$ cat src/rtl/led_pattern_gen_if.sv
// led_pattern_gen_if -- configuration write channel for led_pattern_gen.
//   cfg_valid  : write request (master -> slave)
//   cfg_ready  : write can be accepted (slave -> master)
//   cfg_ch     : target channel index
//   cfg_mode   : 0 OFF, 1 ON, 2 BLINK, 3 PWM
//   cfg_period : phase wrap value
//   cfg_duty   : PWM on-count
//   cfg_err    : one-cycle pulse after a write to a nonexistent channel
interface led_pattern_gen_if #(
   parameter int unsigned CNT_W = 8
);
   logic             cfg_valid;
   logic             cfg_ready;
   logic [4:0]       cfg_ch;
   logic [1:0]       cfg_mode;
   logic [CNT_W-1:0] cfg_period;
   logic [CNT_W-1:0] cfg_duty;
   logic             cfg_err;

   modport master (
      output cfg_valid, cfg_ch, cfg_mode, cfg_period, cfg_duty,
      input  cfg_ready, cfg_err
   );

   modport slave (
      input  cfg_valid, cfg_ch, cfg_mode, cfg_period, cfg_duty,
      output cfg_ready, cfg_err
   );
endinterface

$ cat src/rtl/led_pattern_gen.sv
// led_pattern_gen -- multi-channel LED driver with OFF/ON/BLINK/PWM modes.
// A shared prescaler produces a tick every DIV clocks; every channel advances its
// phase counter on the cycle where tick is high.
//   clk     : clock, all state on rising edge
//   reset_n : asynchronous active-low reset
//   cfg     : configuration write channel (slave side)
//   led_out : registered LED drive, bit i = channel i
//   tick    : registered one-cycle strobe per prescaler wrap
module led_pattern_gen #(
   parameter int unsigned NUM_CH = 4,
   parameter int unsigned DIV    = 4,
   parameter int unsigned CNT_W  = 8
) (
   input  logic                clk,
   input  logic                reset_n,
   led_pattern_gen_if.slave    cfg,
   output logic [NUM_CH-1:0]   led_out,
   output logic                tick
);

   typedef enum logic [1:0] {ModeOff, ModeOn, ModeBlink, ModePwm} mode_e;

   localparam int unsigned       PrescW   = (DIV > 2) ? $clog2(DIV) : 1;
   localparam logic [PrescW-1:0] PrescMax = PrescW'(DIV - 1);
   localparam logic [5:0]        NumChW   = 6'(NUM_CH);

   logic [PrescW-1:0] presc_q, presc_d;
   logic              tick_q, tick_d;
   logic              ready_q, ready_d;
   logic              err_q, err_d;
   logic              accept, ch_ok;

   mode_e             mode_q   [NUM_CH];
   mode_e             mode_d   [NUM_CH];
   logic [CNT_W-1:0]  period_q [NUM_CH];
   logic [CNT_W-1:0]  period_d [NUM_CH];
   logic [CNT_W-1:0]  duty_q   [NUM_CH];
   logic [CNT_W-1:0]  duty_d   [NUM_CH];
   logic [CNT_W-1:0]  phase_q  [NUM_CH];
   logic [CNT_W-1:0]  phase_d  [NUM_CH];
   logic [CNT_W-1:0]  phase_nx [NUM_CH];
   logic [NUM_CH-1:0] led_q, led_d;

   // Prescaler and handshake control.
   always_comb begin
      presc_d = (presc_q == PrescMax) ? '0 : presc_q + 1'b1;
      tick_d  = (presc_q == PrescMax);
      ch_ok   = ({1'b0, cfg.cfg_ch} < NumChW);
      accept  = cfg.cfg_valid && ready_q;
      // Ready drops for the cycle after every accept: at most one write per 2 clks.
      ready_d = !accept;
      err_d   = accept && !ch_ok;
   end

   // Per-channel next state. A write to a channel wins over a tick in the same cycle.
   always_comb begin
      for (int i = 0; i < NUM_CH; i++) begin
         mode_d[i]   = mode_q[i];
         period_d[i] = period_q[i];
         duty_d[i]   = duty_q[i];
         phase_d[i]  = phase_q[i];
         led_d[i]    = led_q[i];
         phase_nx[i] = (phase_q[i] == period_q[i]) ? '0 : phase_q[i] + 1'b1;

         if (accept && ch_ok && (cfg.cfg_ch == 5'(i))) begin
            mode_d[i]   = mode_e'(cfg.cfg_mode);
            period_d[i] = cfg.cfg_period;
            duty_d[i]   = cfg.cfg_duty;
            phase_d[i]  = '0;
            led_d[i]    = (mode_e'(cfg.cfg_mode) == ModeOn);
         end else if (tick_q) begin
            unique case (mode_q[i])
               ModeOff: led_d[i] = 1'b0;
               ModeOn:  led_d[i] = 1'b1;
               ModeBlink: begin
                  phase_d[i] = phase_nx[i];
                  if (phase_q[i] == period_q[i]) begin
                     led_d[i] = !led_q[i];
                  end
               end
               ModePwm: begin
                  phase_d[i] = phase_nx[i];
                  led_d[i]   = (phase_nx[i] < duty_q[i]);
               end
               default: led_d[i] = 1'b0;
            endcase
         end
      end
   end

   always_ff @(posedge clk or negedge reset_n) begin
      if (!reset_n) begin
         presc_q <= '0;
         tick_q  <= 1'b0;
         ready_q <= 1'b0;
         err_q   <= 1'b0;
         led_q   <= '0;
         for (int i = 0; i < NUM_CH; i++) begin
            mode_q[i]   <= ModeBlink;
            period_q[i] <= '0;
            duty_q[i]   <= '0;
            phase_q[i]  <= '0;
         end
      end else begin
         presc_q <= presc_d;
         tick_q  <= tick_d;
         ready_q <= ready_d;
         err_q   <= err_d;
         led_q   <= led_d;
         for (int i = 0; i < NUM_CH; i++) begin
            mode_q[i]   <= mode_d[i];
            period_q[i] <= period_d[i];
            duty_q[i]   <= duty_d[i];
            phase_q[i]  <= phase_d[i];
         end
      end
   end

   assign led_out       = led_q;
   assign tick          = tick_q;
   assign cfg.cfg_ready = ready_q;
   assign cfg.cfg_err   = err_q;

endmodule
$ cat src/flat_wrapper.sv
// flat-port wrapper written by rule: the top's interface ports become plain ports
module led_pattern_gen_flat 
#(
   parameter int unsigned NUM_CH = 4,
   parameter int unsigned DIV    = 4,
   parameter int unsigned CNT_W  = 8
)
  (clk, reset_n, led_out, tick, cfg_cfg_valid, cfg_cfg_ch, cfg_cfg_mode, cfg_cfg_period, cfg_cfg_duty, cfg_cfg_ready, cfg_cfg_err);
  led_pattern_gen_if #(.CNT_W(CNT_W)) cfg_i ();
  input  logic clk;
  input  logic reset_n;
  output logic [NUM_CH-1:0] led_out;
  output logic tick;
  input wire logic [$bits(cfg_i.cfg_valid)-1:0] cfg_cfg_valid;
  input wire logic [$bits(cfg_i.cfg_ch)-1:0] cfg_cfg_ch;
  input wire logic [$bits(cfg_i.cfg_mode)-1:0] cfg_cfg_mode;
  input wire logic [$bits(cfg_i.cfg_period)-1:0] cfg_cfg_period;
  input wire logic [$bits(cfg_i.cfg_duty)-1:0] cfg_cfg_duty;
  output wire logic [$bits(cfg_i.cfg_ready)-1:0] cfg_cfg_ready;
  output wire logic [$bits(cfg_i.cfg_err)-1:0] cfg_cfg_err;
  assign cfg_i.cfg_valid = cfg_cfg_valid;
  assign cfg_i.cfg_ch = cfg_cfg_ch;
  assign cfg_i.cfg_mode = cfg_cfg_mode;
  assign cfg_i.cfg_period = cfg_cfg_period;
  assign cfg_i.cfg_duty = cfg_cfg_duty;
  assign cfg_cfg_ready = cfg_i.cfg_ready;
  assign cfg_cfg_err = cfg_i.cfg_err;
  led_pattern_gen #(.NUM_CH(NUM_CH), .DIV(DIV), .CNT_W(CNT_W)) u_core (.clk(clk), .reset_n(reset_n), .cfg(cfg_i), .led_out(led_out), .tick(tick));
endmodule
$ cat config.mk
export PLATFORM = sky130hd
export DESIGN_NAME = led_pattern_gen_flat
export DESIGN_NICKNAME = d
export VERILOG_FILES = /design/src/rtl/led_pattern_gen_if.sv /design/src/rtl/led_pattern_gen.sv /design/src/flat_wrapper.sv
export SDC_FILE = /design/constraint.sdc
export NUM_CORES = 1
export LEC_CHECK = 0
export ABC_AREA = 0
export CORE_AREA = 2 2 77 153
export CTS_BUF_LIST = sky130_fd_sc_hd__clkbuf_8
export CTS_CLUSTER_SIZE = 25
export DETAILED_ROUTE_END_ITERATION = 10
export DIE_AREA = 0 0 79 155
export MAX_ROUTING_LAYER = met4
export PLACE_DENSITY = 0.77
export SYNTH_ARGS = -nofsm -noshare
export SYNTH_HDL_FRONTEND = slang
export SYNTH_SLANG_ARGS = --single-unit
$ cat constraint.sdc
create_clock -name clk -period 2.37 [get_ports clk]
set_input_delay 0.237 -clock clk [delete_from_list [all_inputs] [get_ports clk]]
set_output_delay 0.237 -clock clk [all_outputs]
set_load 0.1 [all_outputs]
==> impl_metrics.yaml, run 1 <==
clock_network:
  cts.reportedPaths.clkPinSlew_ns: 0.08
  cts-root-buf: "clkbuf_8"
  cts_sinks: 113
  htreeDepth: 4
  clock_latency_ns: 0.44
  clockBufferDepth: 2
  cts_inserted_buffers: 17
  cts_tree: "yes"
die:
  die_x_um: 79
  row_count: 55
  die_y_um: 155
  die_area_um2: 12200
  boundaryPins: 33
  initial_core_util: 0.544
  core-area_um2: 11100
global_route:
  grt_overflow: 0
  grt_pass1_wl_um: 23800
  grt_start_max_net_pins: 59
  grt.total_usage: 0.263
  grt_pass1_vias: 4863
  antenna_found_initial: 0
final_layout:
  fin_cells: 874
  fillers: 838
  layout_commonest_cell: "dfrtp_1"
  antenna_cells: 0
  drive_gt1_frac: 0.287
  multi_input_area_um2: 3240
  final_nets: 778
  final_cell_mix: "dfrtp_1 (103), nand2_1 (89), buf_4 (74), mux2_2 (41), o21ai_0 (38)"
  seq_area_um2: 2840
  areaGrowthSynthToFinish_pct: 27.1
yosys:
  syn_area_per_cell_um2: 9.85
  netlist_instances: 616
  synth_warnings: 0
  syn-num-nets: 675
  synth_cell_types: 48
  synth-seq-area-share: 0.467
  synthesis.area_um2: 6070
  async_flop_share: 1.00
  synth_edf_count: 0
  synth-main-ff-cell: "dfrtp_1"
  ys_ff_latch: 113
route:
  firstDrtPassIters: 5
  viasPerCell: 5.56
  num_vias: 4858
  wire_per_inst_um: 17.5
  drt_iter0_markers: 263
  drc_errors: 0
  postRouteAntennaNets: 0
  drt-total-wl_um: 15300
sta:
  clock.fmax_mhz: 403
  finalSetupViolCount: 1
  hold_viol_final: 0
  rsz0062_at_grt: "yes"
  slew_viol_final: 0
  final.period_utilization: 1.05
  worst_slew_pin_slew_ns: 0.507
  slew_headroom: 0.661
  skew_ns: 0.0100
  fin_ws_ns: -0.112
  fin_crit_ns: 2.48
place:
  numPortBuffers: 32
  dpl.cell_count: 822
  hpwl_um: 10100
  gp_congestion: 0.890
  pre_cts_ws_ns: -0.131
worst_setup_path:
  cp-start-kind: "flip-flop"
  cpMaxStageDelayCell: "dfrtp_1"
  crit_start: "u_core.period_q[29]"
  cp.arrival_ns: 2.86
  end_kind: "flip-flop"
  worstPathMaxFanout: 8
  setup.worst_path.class: "reg -> reg"
  slowest_delay_ns: 0.44
  crit_required_ns: 2.75
  ff2ff_path_depth: 12
  r2r_start: "u_core.period_q[29]"
  r2r-end: "u_core.led_out[0]"
  r2r_slack_ns: -0.11
  path_cells: "xnor2_2, nand4_1, nor2_2, buf_6, buf_4, nor2_1, ha_1, o21a_1, o31ai_1, o211ai_1, nand3b_1, a22o_1"
power:
  p_per_area_nw_per_um2: 1140
  power.total_mw: 8.79
  p_leak_nw: 3.44
  peakVddDrop_uv: 1060
flow_run:
  cap_violations: 0
status:
  status: "complete, but fails checks"
  violations: "negative setup slack"
hold_path:
  hold_class: "in -> async"
==> synthesized netlist by cell type, drive strengths merged (2+ instances only) <==
cell      n  area share
a211oi    2      0.0025
a21o      4      0.0049
a21oi    36       0.030
a22o      2      0.0029
and3      8      0.0082
buf      16       0.017
clkbuf    4      0.0025
dfrtp   109        0.45
dfstp     4       0.017
ha       33       0.068
inv      36       0.022
mux2     41       0.076
mux2i     4      0.0066
nand2    89       0.055
nand2b    3      0.0031
nand3    18       0.016
nand3b    4      0.0049
nand4    11       0.011
nand4b    3      0.0043
nor2     51       0.034
nor2b    11       0.011
nor3      6      0.0076
nor3b     2      0.0025
o211ai    2      0.0025
o21a      3      0.0037
o21ai    42       0.035
o31a      2      0.0029
o31ai     2      0.0025
or3       2      0.0021
xnor2    43       0.062
xor2     13       0.019
==> state kept, by name, indices dropped and copies added, names as in the netlist <==
register / count
u_core.cfg.cfg_ready: 1
u_core.presc_q: 2
u_core.period_q: 32
u_core.mode_q: 8
u_core.tick: 1
u_core.phase_q: 32
u_core.cfg.cfg_err: 1
u_core.duty_q: 32
u_core.led_out: 4
==> per-layer routing <==
metal	track usage	share of wire
met5	-	0
met4	0.0952	0.032
met3	0.0534	0.036
met2	0.445	0.52
met1	0.309	0.41
==> timing repair <==
| item | in CTS | in global routing |
|---|---|---|
| setup endpoints to repair | 4 | 4 |
| pin swaps | 15 | 35 |
| hold endpoints to repair | 32 | 0 |
| hold buffers | 1 | 0 |
| gates cloned | 0 | 0 |
| gates resized for setup | 28 | 28 |
| setup buffers | 10 | 9 |
==> worst max path at each step <==
stage	to	slack [ns]	cells past startpoint
floorplan	u_core.led_out[3]	0.07	11
CTS	u_core.led_out[3]	-0.05	11
global placement	u_core.led_out[3]	-0.10	11
global route	u_core.led_out[0]	-0.26	12
finish	u_core.led_out[0]	-0.11	12
detailed placement	u_core.led_out[3]	-0.13	11
==> logic make-up (layout without fill, tap and decap cells) <==
logic type               Yosys count  after routing  synth area share
flip-flops                       113            113             0.467
AND/OR/NAND/NOR                  211            211             0.164
multiplexers                      45             45            0.0827
adder cells (fa/ha/maj)           33             33            0.0680
XOR/XNOR                          56             56            0.0808
AO/OA/AOI/OAI                    102            102            0.0961
buffers and inverters             56            172            0.0416
==> per-stage QoR <==
step                TNS, ns  hold slack (ns)   util  cell area (um2)
CTS                 -0.0537            0.292  0.674             7520
global route         -0.446            0.314  0.692             7710
detailed placement   -0.165            0.223  0.617             6880
global placement     -0.103            0.218  0.617             6880
finish               -0.112            0.281  0.692             7710
floorplan                 0          -0.0586      -             6070
==> where the power goes <==
group | internal [mW] | leakage, nW | switching (mW)
clock | 1.05 | 0.195 | 0.877
combinational | 1.95 | 1.87 | 1.98
sequential | 2.46 | 1.38 | 0.474
total | 5.46 | 3.44 | 3.33
==> critical path: cells and delay by family (launching register included) <==
family	cells	cell delay, ns
AOI/OAI and AO/OA	4	0.56
adders and majority gates	1	0.30
DFF	1	0.44
and+or+nand+nor	4	0.54
buffers and inverters	2	0.33
xor gates and xnor gates	1	0.23
==> cell type report <==
type / instances / share of cell area
clock buffers: 17 / 0.0303
flip-flops and latches: 113 / 0.368
repair buffers: 104 / 0.116
multi-input cells: 447 / 0.421
inverters: 36 / 0.0175
clock inverters: 15 / 0.0240
well taps: 142 / 0.0230
(Power assumes the default switching activity.)
==> run 2: changes to the inputs <==
Settings changed: TNS_END_PERCENT set to 10.
==> impl_metrics.yaml, run 2 (same netlist as run 1, synthesis figures left out) <==
status:
  status: "complete, but fails checks"
  violations: "negative setup slack"
sta:
  worst_slew_pin_slew_ns: 0.493
  slew_headroom: 0.670
  fin_ws_ns: -0.0370
  finalSetupViolCount: 2
  tns_ns: -0.0713
  final.period_utilization: 1.02
  hold_viol_final: 0
  holdWs_ns: 0.287
  rsz0062_at_grt: "yes"
  slew_viol_final: 0
  fin_crit_ns: 2.41
  skew_ns: 0.00853
  clock.fmax_mhz: 415
clock_network:
  clock_latency_ns: 0.44
  cts-root-buf: "clkbuf_8"
  cts_sinks: 113
  clockBufferDepth: 2
  htreeDepth: 4
  cts.reportedPaths.clkPinSlew_ns: 0.08
  cts_inserted_buffers: 17
  cts_tree: "yes"
route:
  firstDrtPassIters: 4
  wire_per_inst_um: 16.7
  drc_errors: 0
  num_vias: 4714
  postRouteAntennaNets: 0
  drt_iter0_markers: 205
  viasPerCell: 5.48
  drt-total-wl_um: 14400
place:
  gp_congestion: 0.890
  numPortBuffers: 32
  hpwl_um: 10100
die:
  row_count: 55
  initial_core_util: 0.544
  die_area_um2: 12200
  die_x_um: 79
  boundaryPins: 33
  die_y_um: 155
  core-area_um2: 11100
worst_setup_path:
  cp.arrival_ns: 2.72
  setup.worst_path.class: "reg -> reg"
  end_kind: "flip-flop"
  crit_required_ns: 2.68
  cp-start-kind: "flip-flop"
  r2r_slack_ns: -0.04
  worstPathMaxFanout: 3
  r2r-end: "u_core.led_out[3]"
  ff2ff_path_depth: 11
  r2r_start: "u_core.phase_q[2]"
power:
  peakVddDrop_uv: 1080
  p_leak_nw: 3.37
  power.total_mw: 8.24
  p_per_area_nw_per_um2: 1110
final_layout:
  seq_area_um2: 2840
  areaGrowthSynthToFinish_pct: 22.3
  multi_input_area_um2: 3050
  final_util: 0.666
  final_nets: 765
  largestRegisters: "u_core.duty_q (32), u_core.period_q (32), u_core.phase_q (32)"
  drive_gt1_frac: 0.239
  fillers: 872
  layout_commonest_cell: "dfrtp_1"
  antenna_cells: 0
  final_cell_mix: "dfrtp_1 (103), nand2_1 (89), buf_4 (61), o21ai_0 (42), mux2_2 (41)"
global_route:
  antenna_found_initial: 0
  grt.total_usage: 0.255
  grt_overflow: 0
  grt_pass1_vias: 4723
  grt_start_max_net_pins: 59
  grt_pass1_wl_um: 23100
hold_path:
  hold_class: "in -> async"
flow_run:
  cap_violations: 0
-- run 2: cell count changes in the layout (fill, tap and decap cells not counted), sizes merged --
cell and delta:
buf -13
-- run 2: final cells by class --
| cell class | instances | area share |
|---|---|---|
| clock inverters | 15 | 0.0249 |
| repair buffers | 91 | 0.108 |
| inverters | 36 | 0.0182 |
| flip-flops and latches | 113 | 0.383 |
| clock buffers | 17 | 0.0315 |
| well taps | 142 | 0.0239 |
| multi-input cells | 447 | 0.411 |
-- run 2: how the worst max path moves through the flow --
stage                                   from                 to  slack, ns
after floorplan            u_core.phase_q[2]  u_core.led_out[3]       0.07
after CTS                  u_core.phase_q[0]  u_core.led_out[3]      -0.04
final                      u_core.phase_q[2]  u_core.led_out[3]      -0.04
after detailed placement   u_core.phase_q[0]  u_core.led_out[3]      -0.13
after global routing      u_core.phase_q[26]  u_core.led_out[0]      -0.20
after global placement     u_core.phase_q[2]  u_core.led_out[3]      -0.10
-- run 2: repair_timing --
| action | in CTS | in global routing |
|---|---|---|
| hold buffers | 1 | 0 |
| hold endpoints to repair | 32 | 0 |
| endpoints found under the setup margin | 4 | 4 |
| setup buffers | 1 | 5 |
| resized for setup | 9 | 11 |
| pin swaps | 2 | 8 |
-- run 2: per-stage QoR --
step           instances  instance area (um2)  setup slack (ns)
5_1_grt              861                 7420            -0.196
3_5_place_dp         822                 6880            -0.131
4_1_cts              856                 7350           -0.0418
3_3_place_gp         822                 6880            -0.103
6_report             861                 7420           -0.0370
2_1_floorplan        616                 6070            0.0729
-- run 2: where the power goes --
group          total [mW]  switching (mW)  internal (mW)
combinational        3.40            1.76           1.64
sequential           2.92           0.462           2.46
clock                1.92           0.869           1.05
total                8.24            3.09           5.15
-- run 2: critical path, stage by stage (launching register included) --
cell       delay [ns]
dfrtp_1          0.42
and3_1           0.21
and3_1           0.21
xnor2_2          0.16
nor2_2           0.07
ha_1             0.29
and4_1           0.20
o21ai_0          0.11
o21a_1           0.19
o221ai_1         0.18
a2bb2oi_1        0.17
o21ai_0          0.08
-- run 2: routing by layer --
| metal | GRT usage | vias up | routed length, um |
|---|---|---|---|
| li1 | - | 2284 | - |
| met1 | 0.308 | 2283 | 5940 |
| met2 | 0.423 | 115 | 7420 |
| met3 | 0.0522 | 32 | 663 |
| met4 | 0.0862 | 0 | 392 |
| met5 | - | - | 0 |
